## config.mk

```make
export PLATFORM = sky130hd
export DESIGN_NAME = opcode_sequencer_flat
export DESIGN_NICKNAME = d
export VERILOG_FILES = /design/src/rtl/opcode_sequencer_if.sv /design/src/rtl/opcode_sequencer.sv /design/src/flat_wrapper.sv
export SDC_FILE = /design/constraint.sdc
export NUM_CORES = 1
export LEC_CHECK = 0
export ABC_AREA = 1
export BUFFER_PORTS_ARGS = -buffer_cell sky130_fd_sc_hd__buf_2
export CAP_MARGIN = 20
export CORE_MARGIN = 4
export CORE_UTILIZATION = 40
export DETAILED_ROUTE_END_ITERATION = 8
export GPL_TIMING_DRIVEN = 0
export PLACE_DENSITY = 0.6
export RECOVER_POWER = 25
export SYNTH_ARGS = -nofsm -noshare
export SYNTH_HDL_FRONTEND = slang
export SYNTH_SLANG_ARGS = --single-unit
```

## constraint.sdc

```tcl
create_clock -name clk -period 5 [get_ports clk]
set_clock_uncertainty 0.1 [all_clocks]
set_input_delay 0.5 -clock clk [delete_from_list [all_inputs] [get_ports clk]]
set_output_delay 0.5 -clock clk [all_outputs]
set_load 0.03 [all_outputs]
```

## src/rtl/opcode_sequencer_if.sv

```systemverilog
// opcode_sequencer_if: command-in / opcode-out bus of the opcode sequencer.
//   cmd_valid/cmd_ready       command handshake
//   cmd_type..cmd_alu         command fields
//   opcode, op_issue          encoded control word and its issue strobe
//   busy, fifo_level, err     status
// slave modport is the sequencer side, master the command source side.
interface opcode_sequencer_if;
    logic        cmd_valid;
    logic        cmd_ready;
    logic [1:0]  cmd_type;
    logic        cmd_src_fb;
    logic        cmd_a_sel;
    logic [1:0]  cmd_fb_sel;
    logic [1:0]  cmd_dst;
    logic [3:0]  cmd_alu;
    logic [11:0] opcode;
    logic        op_issue;
    logic        busy;
    logic [4:0]  fifo_level;
    logic        err;
    modport slave (
        input  cmd_valid, cmd_type, cmd_src_fb, cmd_a_sel, cmd_fb_sel, cmd_dst, cmd_alu,
        output cmd_ready, opcode, op_issue, busy, fifo_level, err
    );
    modport master (
        output cmd_valid, cmd_type, cmd_src_fb, cmd_a_sel, cmd_fb_sel, cmd_dst, cmd_alu,
        input  cmd_ready, opcode, op_issue, busy, fifo_level, err
    );
endinterface

```

## src/rtl/opcode_sequencer.sv

```systemverilog
// opcode_sequencer: encodes commands into 12-bit opcodes, queues them, and issues
// one per GAP+1 cycles with IDLE_OP filler.
//   clk    clock, rising edge
//   rst_n  asynchronous active-low reset
//   bus    opcode_sequencer_if.slave (command handshake, opcode output, status)
// Parameters: DEPTH (FIFO entries, power of two 2..16), GAP (idle cycles after issue, 0..7).
// Macro OPSEQ_ILLEGAL_CHECK_EN: drop ALU commands whose code collides with a load code
// (1001, 1011, 1100) and pulse err.
module opcode_sequencer #(
    parameter int DEPTH = 4,
    parameter int GAP   = 1
) (
    input logic clk,
    input logic rst_n,
    opcode_sequencer_if.slave bus
);
    localparam int          AW      = $clog2(DEPTH);
    localparam logic [11:0] IDLE_OP = 12'h030;
    typedef enum logic [1:0] {IDLE, ISSUE, HOLD} state_t;
    state_t        r_state;
    logic [11:0]   r_mem [DEPTH];
    logic [AW-1:0] r_wptr;
    logic [AW-1:0] r_rptr;
    logic [4:0]    r_level;
    logic [2:0]    r_cnt;
    logic [11:0]   r_opcode;
    logic          r_issue;
    logic [11:0]   w_enc;
    logic          w_acc;
    logic          w_ill;
    logic          w_enq;
    logic          w_free;
    logic          w_deq;
    assign w_enc = (bus.cmd_type == 2'b11) ? {2'b00, bus.cmd_a_sel, bus.cmd_src_fb, bus.cmd_fb_sel, bus.cmd_dst, bus.cmd_alu}
                 : (bus.cmd_type == 2'b10) ? {1'b0, bus.cmd_src_fb, 2'b00, bus.cmd_fb_sel, 2'b11, 4'b1100}
                 : {bus.cmd_src_fb, 3'b000, bus.cmd_fb_sel, 2'b11, bus.cmd_type[0] ? 4'b1011 : 4'b1001};
    assign bus.cmd_ready  = r_level != 5'(DEPTH);
    assign bus.busy       = (r_level != 5'd0) || (r_state != IDLE);
    assign bus.fifo_level = r_level;
    assign bus.opcode     = r_opcode;
    assign bus.op_issue   = r_issue;
    assign w_acc = bus.cmd_valid && bus.cmd_ready;
`ifdef OPSEQ_ILLEGAL_CHECK_EN
    logic r_err;
    assign w_ill   = (bus.cmd_type == 2'b11) && (bus.cmd_alu inside {4'b1001, 4'b1011, 4'b1100});
    assign bus.err = r_err;
`else
    assign w_ill   = 1'b0;
    assign bus.err = 1'b0;
`endif
    assign w_enq = w_acc && !w_ill;
    // The sequencer may take a new head in IDLE, on the last cycle of HOLD,
    // or straight out of ISSUE when no gap is configured.
    assign w_free = (r_state == IDLE) || (r_state == ISSUE && GAP == 0) || (r_state == HOLD && r_cnt == 3'd0);
    assign w_deq  = w_free && (r_level != 5'd0);
    always_ff @(posedge clk) begin
        if (w_enq) r_mem[r_wptr] <= w_enc;
    end
    always_ff @(posedge clk or negedge rst_n) begin
        if (!rst_n) begin
            r_state  <= IDLE;
            r_wptr   <= '0;
            r_rptr   <= '0;
            r_level  <= 5'd0;
            r_cnt    <= 3'd0;
            r_opcode <= IDLE_OP;
            r_issue  <= 1'b0;
`ifdef OPSEQ_ILLEGAL_CHECK_EN
            r_err    <= 1'b0;
`endif
        end else begin
`ifdef OPSEQ_ILLEGAL_CHECK_EN
            r_err    <= w_acc && w_ill;
`endif
            r_level  <= r_level + 5'(w_enq) - 5'(w_deq);
            if (w_enq) r_wptr <= r_wptr + 1'b1;
            if (w_deq) begin
                r_rptr   <= r_rptr + 1'b1;
                r_opcode <= r_mem[r_rptr];
                r_issue  <= 1'b1;
                r_state  <= ISSUE;
            end else begin
                r_opcode <= IDLE_OP;
                r_issue  <= 1'b0;
                if (r_state == ISSUE && GAP > 0) begin
                    r_state <= HOLD;
                    r_cnt   <= 3'(GAP - 1);
                end else if (r_state == HOLD && r_cnt != 3'd0) begin
                    r_cnt <= r_cnt - 1'b1;
                end else begin
                    r_state <= IDLE;
                end
            end
        end
    end
endmodule

```

## src/flat_wrapper.sv

```systemverilog
// flat-port wrapper written by rule: the top's interface ports become plain ports
module opcode_sequencer_flat 
#(
    parameter int DEPTH = 4,
    parameter int GAP   = 1
)
  (clk, rst_n, bus_cmd_valid, bus_cmd_type, bus_cmd_src_fb, bus_cmd_a_sel, bus_cmd_fb_sel, bus_cmd_dst, bus_cmd_alu, bus_cmd_ready, bus_opcode, bus_op_issue, bus_busy, bus_fifo_level, bus_err);
  opcode_sequencer_if bus_i ();
  input logic clk;
  input logic rst_n;
  input wire logic [$bits(bus_i.cmd_valid)-1:0] bus_cmd_valid;
  input wire logic [$bits(bus_i.cmd_type)-1:0] bus_cmd_type;
  input wire logic [$bits(bus_i.cmd_src_fb)-1:0] bus_cmd_src_fb;
  input wire logic [$bits(bus_i.cmd_a_sel)-1:0] bus_cmd_a_sel;
  input wire logic [$bits(bus_i.cmd_fb_sel)-1:0] bus_cmd_fb_sel;
  input wire logic [$bits(bus_i.cmd_dst)-1:0] bus_cmd_dst;
  input wire logic [$bits(bus_i.cmd_alu)-1:0] bus_cmd_alu;
  output wire logic [$bits(bus_i.cmd_ready)-1:0] bus_cmd_ready;
  output wire logic [$bits(bus_i.opcode)-1:0] bus_opcode;
  output wire logic [$bits(bus_i.op_issue)-1:0] bus_op_issue;
  output wire logic [$bits(bus_i.busy)-1:0] bus_busy;
  output wire logic [$bits(bus_i.fifo_level)-1:0] bus_fifo_level;
  output wire logic [$bits(bus_i.err)-1:0] bus_err;
  assign bus_i.cmd_valid = bus_cmd_valid;
  assign bus_i.cmd_type = bus_cmd_type;
  assign bus_i.cmd_src_fb = bus_cmd_src_fb;
  assign bus_i.cmd_a_sel = bus_cmd_a_sel;
  assign bus_i.cmd_fb_sel = bus_cmd_fb_sel;
  assign bus_i.cmd_dst = bus_cmd_dst;
  assign bus_i.cmd_alu = bus_cmd_alu;
  assign bus_cmd_ready = bus_i.cmd_ready;
  assign bus_opcode = bus_i.opcode;
  assign bus_op_issue = bus_i.op_issue;
  assign bus_busy = bus_i.busy;
  assign bus_fifo_level = bus_i.fifo_level;
  assign bus_err = bus_i.err;
  opcode_sequencer #(.DEPTH(DEPTH), .GAP(GAP)) u_core (.clk(clk), .rst_n(rst_n), .bus(bus_i));
endmodule
```

==> flow_summary.ini <==
[outcome]
status = complete, but fails checks
violations = capacitance limit, slew limit

[pwr]
power-per-cell-area_nw_per_um2 = 600
leakagePower_uw = 0.00187
ir_worst_vdd_mv = 0.188

[clock_tree]
cts_sinks = 75
root_buffer = clkbuf_8
cts.reportedPaths.clkPinSlew_ns = 0.09
clockBufferDepth = 2
numCtsBuffers = 9
cts_htree_levels = 3
cts_tree = built
clock_latency_ns = 0.35
cts_hold_buf = 0
cts_resized = 0
post_cts_buffers = 0

[final_layout]
fillers = 777
final_common_cell = nand2_1
layout-drive-gt1-share = 0.259
diodes = 0
fin_nets = 397
final_cell_mix = nand2_1, inv_1, edfxtp_1
stdcell_area_um2 = 3950
syn_to_final_growth_pct = 16.0

[synthesis]
synth_cell_types = 26
ys_seq_area_frac = 0.623
ys_top_cells_by_area = edfxtp_1, dfrtp_1, nand2_1
synth_xor_area_frac = 0.00258
synth_top_family_by_area = simple AND/OR/NAND/NOR gates
ys_warn_count = 0
synthAdderAreaFrac = 0.0500
synth-simple-area-share = 0.184
avgSynthCellArea_um2 = 10.6
yosysTopAreaCellShare = 0.424
synthesis.area_um2 = 3400
yosysTopAreaCell = edfxtp_1
synth-compound-area-share = 0.0368
syn_inst = 320
synth_seq_cells = 75
synth.area.mux_share = 0
synth_nets = 348

[route]
first_iter_violations = 110
dr.pass1.iters = 4
num_vias = 2163
wl_per_cell_um = 13.6
antenna_left = 0
drcViolationCount = 0
via_per_inst = 4.52
wirelength_um = 6510

[placement]
port_buffers = 34
gp_congestion = 0.716
pre_cts_slack_ns = 2.36
postPlaceCellArea_um2 = 3750
dpl.hpwl_um = 4480

[die]
core_area_um2 = 8260
die_x_um = 100
dieHeight_um = 100
initial_core_util = 0.412
pin_count = 36
fp.dieArea_um2 = 10000
rows = 33

[worst_setup_path]
cp_slowest_cell = fa_1
worst_setup_path_start_kind = register
crit_path_max_fanout = 5
slowest_delay_ns = 0.41
required_ns = 5.15
crit_type = reg2reg
r2r_end = u_core.bus.fifo_level[4]
worstRegToRegCells = 15
end_kind = register
arrival_ns = 2.78
crit_top_cell = inv_1
reg2reg_slack_ns = 2.37
rr_startpoint = u_core.bus.fifo_level[3]
worstPathCellList = inv_1, ha_1, inv_1, nor2_1, nand2_2, nand2_2, inv_1, ha_1, inv_1, ha_1, fa_1, nand3_1, nand2_1, nand2_1, nand2_1

[timing]
fmax_mhz = 380
slew_headroom = -0.00327
period_needed_ns = 2.63
hold_violations = 0
post-route-period-util = 0.526
setup_viol = 0
fin_tns_setup_ns = 0
finalMaxSlewViolations = 27
worstMarginPinSlew_ns = 1.50
final.setup.worst_slack_ns = 2.37
rsz0062_at_grt = no

[global_route]
grt_start_max_net_pins = 28
gr-total-overflow = 0
grt_pass1_vias = 2091
grt_antenna_before_repair = 0
track_usage = 0.143
grt_first_pass_wirelength_um = 10700

[hold_path]
holdPathStages = 1
holdPathEnd = u_core.r_mem[3][7]
worstHoldStart = bus_cmd_fb_sel[1]
hold_path.class = in2reg

[run]
cap_violations = 1
logic make-up (layout without fill, tap and decap cells):
family	Yosys count	count (layout)
adder cells (fa/ha/maj)	13	13
AND/OR/NAND/NOR	133	133
buffers and inverters	80	134
AO/OA/AOI/OAI	17	17
other	1	1
flip-flops	75	75
XOR/XNOR	1	1
synthesized netlist by cell type (all sizes together):
library cell,count
ha,12
edfxtp,48
dfstp,2
fa,1
o21a,1
nand4,1
nand3,37
nand2,80
a21oi,13
dfrtp,25
nor2,11
or2,3
xor2,1
o21ai,3
inv,71
conb,1
buf,9
nor3,1
flip-flops by register name, indices dropped and copies added (netlist names):
name	count
u_core.r_mem	48
u_core.r_cnt	3
u_core.r_wptr	2
u_core.r_rptr	2
u_core.bus.opcode	12
u_core.bus.op_issue	1
u_core.r_state	2
u_core.bus.fifo_level	5
metrics by stage:
stage	total power, uW	hold WS, ns	utilization	std cells
finish	2370	0.311	0.478	479
floorplan	1630	0.104	-	320
global placement	1870	0.386	0.448	459
global route	2560	0.316	0.478	479
detailed placement	1920	0.391	0.454	463
CTS	2410	0.0857	0.478	479
worst max-delay path by stage:
stage                        startpoint                        to  cells after the start
2_1_floorplan  u_core.bus.fifo_level[3]  u_core.bus.fifo_level[4]                     15
3_3_place_gp   u_core.bus.fifo_level[3]  u_core.bus.fifo_level[4]                     15
3_5_place_dp   u_core.bus.fifo_level[3]  u_core.bus.fifo_level[4]                     15
4_1_cts        u_core.bus.fifo_level[3]  u_core.bus.fifo_level[4]                     15
5_1_grt        u_core.bus.fifo_level[3]  u_core.bus.fifo_level[4]                     15
6_report       u_core.bus.fifo_level[3]  u_core.bus.fifo_level[4]                     15
layer usage:
| layer | share of wire | wire, um | vias to the layer above | track usage |
|---|---|---|---|---|
| li1 | - | - | 1103 | - |
| met1 | 0.45 | 2950 | 998 | 0.189 |
| met2 | 0.47 | 3030 | 54 | 0.226 |
| met3 | 0.065 | 425 | 8 | 0.0361 |
| met4 | 0.015 | 99 | 0 | 0.0560 |
| met5 | 0 | 0 | - | 0 |
worst max-delay path: cells and delay by family, from the launching register on:
kind                     cells  cell delay (ns)
buffers and inverters        4             0.30
adder cells (fa/ha/maj)      4             1.04
flip-flops                   1             0.40
AND/OR/NAND/NOR              7             0.70
where the power goes:
group / leakage (uW) / switching, uW / total, uW / internal [uW]
Clock: 0.0000973 / 245 / 482 / 237
Combinational: 0.00100 / 663 / 993 / 330
Sequential: 0.000770 / 62.5 / 892 / 830
Total: 0.00187 / 970 / 2370 / 1400
final cells by class:
| class | count | area, um2 | share of cell area |
|---|---|---|---|
| inverters | 71 | 269 | 0.0682 |
| multi-input cells | 165 | 935 | 0.237 |
| clock inverters | 7 | 80.1 | 0.0203 |
| plain buffers | 9 | 77.6 | 0.0197 |
| clock buffers | 9 | 124 | 0.0314 |
| well taps | 105 | 131 | 0.0333 |
| repair buffers | 38 | 210 | 0.0533 |
| flip-flops and latches | 75 | 2120 | 0.537 |
Power figures use the tool's default switching activity.
